--- src/rtl/ch_scan_31_pkg.sv ---
// Shared parameters and state encodings for the 31-channel scan readout.
// Sized to match the channel enable-register bank.
package ch_scan_31_pkg;

    localparam int NUM_CH   = 31;
    localparam int DATA_W   = 21;
    localparam int CH_IDX_W = 5;

    localparam logic [0:0] ST_IDLE = 1'b0;
    localparam logic [0:0] ST_SEND = 1'b1;

    localparam logic [CH_IDX_W-1:0] LAST_IDX = CH_IDX_W'(NUM_CH - 1);

endpackage

--- src/rtl/ch_scan_31_snap_bank.sv ---
// Snapshot register array with a global load strobe and a registered read mux.
// The read register is loaded with ch0 on the snapshot edge so the first beat has no bubble.
module ch_scan_31_snap_bank
    import ch_scan_31_pkg::*;
(
    input  logic                       clk,
    input  logic                       rst,
    input  logic                       load,
    input  logic                       adv,
    input  logic                       clr,
    input  logic [NUM_CH*DATA_W-1:0]   flat_in,
    input  logic [CH_IDX_W-1:0]        rd_idx,
    output logic [DATA_W-1:0]          rd_data
);

    logic [DATA_W-1:0] snap_q [NUM_CH];
    logic [DATA_W-1:0] snap_d [NUM_CH];
    logic [DATA_W-1:0] rd_data_q;
    logic [DATA_W-1:0] rd_data_d;
    logic [DATA_W-1:0] rd_mux;

    always_comb begin
        for (int k = 0; k < NUM_CH; k++) begin
            snap_d[k] = load ? flat_in[k*DATA_W +: DATA_W] : snap_q[k];
        end
    end

    always_comb begin
        rd_mux = '0;
        for (int k = 0; k < NUM_CH; k++) begin
            if (rd_idx == CH_IDX_W'(k)) begin
                rd_mux = snap_q[k];
            end
        end
    end

    always_comb begin
        rd_data_d = rd_data_q;
        if (clr) begin
            rd_data_d = '0;
        end else if (load) begin
            rd_data_d = flat_in[DATA_W-1:0];
        end else if (adv) begin
            rd_data_d = rd_mux;
        end
    end

    always_ff @(posedge clk) begin
        if (rst) begin
            for (int k = 0; k < NUM_CH; k++) begin
                snap_q[k] <= '0;
            end
            rd_data_q <= '0;
        end else begin
            for (int k = 0; k < NUM_CH; k++) begin
                snap_q[k] <= snap_d[k];
            end
            rd_data_q <= rd_data_d;
        end
    end

    assign rd_data = rd_data_q;

endmodule

--- src/rtl/ch_scan_31.sv ---
// Snapshots 31 channel values on start and streams them out over valid/ready.
// All outputs come straight from flops; next-state values are precomputed.
module ch_scan_31
    import ch_scan_31_pkg::*;
(
    input  logic                       clk,
    input  logic                       GlobalReset,
    input  logic                       start,
    input  logic [NUM_CH*DATA_W-1:0]   ch_x_flat,
    output logic [DATA_W-1:0]          out_data,
    output logic [CH_IDX_W-1:0]        out_ch,
    output logic                       out_valid,
    output logic                       out_last,
    input  logic                       out_ready,
    output logic                       busy,
    output logic                       done
);

    logic [0:0]          state_q, state_d;
    logic [CH_IDX_W-1:0] idx_q, idx_d;
    logic                done_q, done_d;
    logic                last_q, last_d;
    logic                load;
    logic                adv;
    logic                clr;

    always_comb begin
        state_d = state_q;
        idx_d   = idx_q;
        done_d  = 1'b0;
        load    = 1'b0;
        adv     = 1'b0;
        clr     = 1'b0;
        unique case (state_q)
            ST_IDLE: begin
                if (start) begin
                    state_d = ST_SEND;
                    idx_d   = '0;
                    load    = 1'b1;
                end
            end
            ST_SEND: begin
                if (out_ready) begin
                    if (idx_q == LAST_IDX) begin
                        state_d = ST_IDLE;
                        idx_d   = '0;
                        done_d  = 1'b1;
                        clr     = 1'b1;
                    end else begin
                        idx_d = idx_q + CH_IDX_W'(1);
                        adv   = 1'b1;
                    end
                end
            end
        endcase
        last_d = (state_d == ST_SEND) && (idx_d == LAST_IDX);
    end

    always_ff @(posedge clk) begin
        if (GlobalReset) begin
            state_q <= ST_IDLE;
            idx_q   <= '0;
            done_q  <= 1'b0;
            last_q  <= 1'b0;
        end else begin
            state_q <= state_d;
            idx_q   <= idx_d;
            done_q  <= done_d;
            last_q  <= last_d;
        end
    end

    ch_scan_31_snap_bank u_bank (
        .clk     (clk),
        .rst     (GlobalReset),
        .load    (load),
        .adv     (adv),
        .clr     (clr),
        .flat_in (ch_x_flat),
        .rd_idx  (idx_d),
        .rd_data (out_data)
    );

    assign out_ch    = idx_q;
    assign out_valid = (state_q == ST_SEND);
    assign busy      = (state_q == ST_SEND);
    assign out_last  = last_q;
    assign done      = done_q;

endmodule

--- config.mk ---
export PLATFORM = sky130hd
export DESIGN_NAME = ch_scan_31
export DESIGN_NICKNAME = d
export VERILOG_FILES = /design/src/rtl/ch_scan_31_pkg.sv /design/src/rtl/ch_scan_31_snap_bank.sv /design/src/rtl/ch_scan_31.sv
export SDC_FILE = /design/constraint.sdc
export NUM_CORES = 2
export LEC_CHECK = 0
export ABC_AREA = 1
export BUFFER_PORTS_ARGS = -buffer_cell sky130_fd_sc_hd__buf_2
export CAP_MARGIN = 20
export CORE_UTILIZATION = 23
export DETAILED_ROUTE_END_ITERATION = 12
export HOLD_SLACK_MARGIN = 0.03
export SLEW_MARGIN = 20
export SYNTH_ARGS = -nofsm -noshare
export SYNTH_HDL_FRONTEND = slang
export SYNTH_SLANG_ARGS = --single-unit
--- constraint.sdc ---
create_clock -name clk -period 4.1 [get_ports clk]
set_clock_uncertainty 0.2 [all_clocks]
set_input_delay 0.205 -clock clk [delete_from_list [all_inputs] [get_ports clk]]
set_output_delay 0.205 -clock clk [all_outputs]
set_load 0.02 [all_outputs]
==> flow_metrics.env <==
export IMPL_start_util_pct=23.3
export IMPL_gp_congestion=0.956
export IMPL_grt_overflow=0
export IMPL_fin_util_pct=37.0
export IMPL_viasPerCell=4.67
export IMPL_detail_route_antenna_nets=0
export IMPL_power_leakage_nw=19.5
export IMPL_min_period_over_period_pct=109
export IMPL_cts_tree="yes"
export IMPL_die_h_um=357
export IMPL_syn_inst=4186
export IMPL_ys_ff_latch=680
export IMPL_nets=6260
export IMPL_route_vias_total=34100
export IMPL_worstSetupPathType="flip-flop to flip-flop"
export IMPL_layout_drive_gt1_share_pct=23.5
export IMPL_antenna_found_initial=18
export IMPL_peakVddDrop_v=0.000288
export IMPL_crit_top_cell="nand4_1"
export IMPL_max_clock_freq_mhz=224
export IMPL_avgRoutedWirePerCell_um=21.0
export IMPL_grt_max_degree=259
export IMPL_maxSlewHeadroom_pct=27.5
export IMPL_violations="negative setup slack"
export IMPL_hp_class="primary input to flip-flop"
export IMPL_design_core_area_um2=124000
export IMPL_max_cap_violations=0
export IMPL_final_hold_violation_count=0
export IMPL_final_min_clock_period_ps=4460
export IMPL_clk_latency_ps=640
export IMPL_syn_num_nets=4843
export IMPL_syn_avg_cell_area_um2=6.91
export IMPL_grt_first_pass_wirelength_mm=217
export IMPL_crit_fanout=7
export IMPL_ys_warnings_count=0
export IMPL_route_detailed_drc=0
export IMPL_netlist_area_um2=28900
export IMPL_drt_iter0_drc=3069
export IMPL_place_port_buffers=684
export IMPL_final_max_slew_viol_count=0
export IMPL_io_pins=685
export IMPL_die_x_um=357
export IMPL_rows=129
export IMPL_max_stage_delay_ps=340
export IMPL_clockBufferDepth=3
export IMPL_rsz0062_at_grt="true"
export IMPL_worstMarginPinSlew_ps=1090
export IMPL_yosysSeqAreaShare_pct=47.1
export IMPL_drt_wl_total_mm=153
export IMPL_area_delta_synth_final_pct=59.1
export IMPL_power_mw=17.8
export IMPL_pwr_density_cell_nw_per_um2=386
export IMPL_yosysUniqueCellTypes=32
export IMPL_setup_slack_ps=-356
export IMPL_run_status="finished with violations"
export IMPL_cp_end_kind="flip-flop"
export IMPL_grt_usage_pct=23.1
export IMPL_start_kind="flip-flop"
export IMPL_dp_hpwl_mm=112
export IMPL_die_area_um2=127000
export IMPL_worst_ep_required_time_ps=4440
export IMPL_cp_arrival_ps=4800
export IMPL_slowest_stage="dfxtp_2"
export IMPL_grt_pass1_vias=33300
export IMPL_setup_viol=14
export IMPL_clock_sinks=680
export IMPL_cts_root_buf="clkbuf_16"
export IMPL_cts_inserted_buffers=81
export IMPL_htreeDepth=3
export IMPL_firstDrtPassIters=7
export IMPL_path_clk_slew_ps=60
==> Yosys cell counts (all sizes together) <==
master,number,area share [%]
nor2,1034,14
o21ai,701,12
dfxtp,680,47
nand2,612,8.2
a21oi,356,6.2
inv,309,4.0
clkbuf,253,3.3
nand4,144,3.1
nand3,52,1.1
buf,35,0.84
clkinv,3,0.039
ha,2,0.086
nor3,2,0.035
nor4,1,0.022
o22ai,1,0.022
or2,1,0.022
==> cell families (layout without fill, tap and decap cells) <==
| group | after synthesis | count (layout) | share of synthesized area (%) |
|---|---|---|---|
| simple gates | 1846 | 1847 | 26.3 |
| compound gates | 1058 | 1058 | 18.4 |
| flops | 680 | 680 | 47.1 |
| buf+inv | 600 | 2071 | 8.20 |
| other cells | 0 | 10 | 0 |
| fa+ha+maj | 2 | 2 | 0.0865 |
==> per-layer routing <==
metal	global-route usage [%]	share of wire, %	up-vias
li1	-	-	16400
met1	30.2	44	16000
met2	37.7	45	1431
met3	4.09	6.6	306
met4	8.78	3.9	20
met5	0	0.093	-
==> placed cells by master, fill, tap and decap left out, types with 4 or more instances in the layout <==
cell,count
a21oi_1,346
a21oi_2,9
buf_12,21
buf_2,684
buf_4,204
buf_6,34
bufinv_16,8
clkbuf_1,8
clkbuf_16,85
clkbuf_8,12
clkinv_2,9
clkinv_4,4
clkinvlp_4,4
dfxtp_1,676
diode_2,10
dlygate4sd3_1,676
inv_1,287
inv_2,14
inv_4,6
inv_6,6
inv_8,4
nand2_1,521
nand2_2,68
nand2_4,21
nand3_1,14
nand3_2,28
nand3_4,10
nand4_1,144
nor2_1,958
nor2_2,44
nor2_4,31
o21ai_0,686
o21ai_1,5
o21ai_2,8
==> stage by stage <==
step / area, um^2 / setup WS (ps) / TNS [ps] / hold WS (ps) / instances
CTS: 45600 / -535 / -4080 / 73.9 / 7284
global route: 46000 / -628 / -7520 / 140 / 7297
global placement: 35200 / -1090 / -8230 / 238 / 6437
floorplan: 28900 / 872 / 0 / 139 / 4186
finish: 46000 / -356 / -3030 / 135 / 7305
detailed placement: 35200 / -1110 / -8720 / 244 / 6437
==> final timing paths <==
path | start | end | slack (ps) | cells past startpoint
worst max-delay path | out_ch[0] | u_bank.rd_data[9] | -360 | 35
worst max register to register | out_ch[0] | u_bank.rd_data[9] | -360 | 35
worst min register to register | u_bank.snap_q[5][75] | u_bank.snap_q[5][75] | 250 | 2
worst min-delay path | start | u_bank.snap_q[6][71] | 140 | 4
==> report_power, final <==
part	total [mW]	internal, mW	switching [mW]
clock	7.57	4.51	3.06
sequential	7.44	7.13	0.314
combinational	2.74	1.20	1.54
total	17.8	12.8	4.92
==> layout make-up <==
type	instances	area (um^2)
timing repair buffer	1621	12600
tap	1637	2050
antenna	10	25.0
inverter	312	1200
fill	13000	78300
clock buffer	105	2320
multi-input combinational	2907	13800
sequential	680	13600
clock inverter	33	425
==> state kept, by name, indices dropped and copies added (netlist names) <==
register and flops:
busy 1, out_last 1, u_bank.snap_q 651, done 1, u_bank.rd_data 21, out_ch 5
==> what timing repair did <==
action                                 4_1_cts  5_1_grt
hold buffers                               676        0
setup buffers                               37       14
resized for setup                          189       97
endpoints found under the hold margin      680        0
setup endpoints to repair                   21       21
pin swaps                                  111      161
gates cloned                                 1        0
==> critical path: cells and delay by family, from the launching register on <==
family	cells	cell delay, ps
AND/OR/NAND/NOR	23	2310
buffers and inverters	10	1300
flip-flops	1	340
adder cells (fa/ha/maj)	1	150
AO/OA/AOI/OAI	1	50
Power figures use the tool's default switching activity.
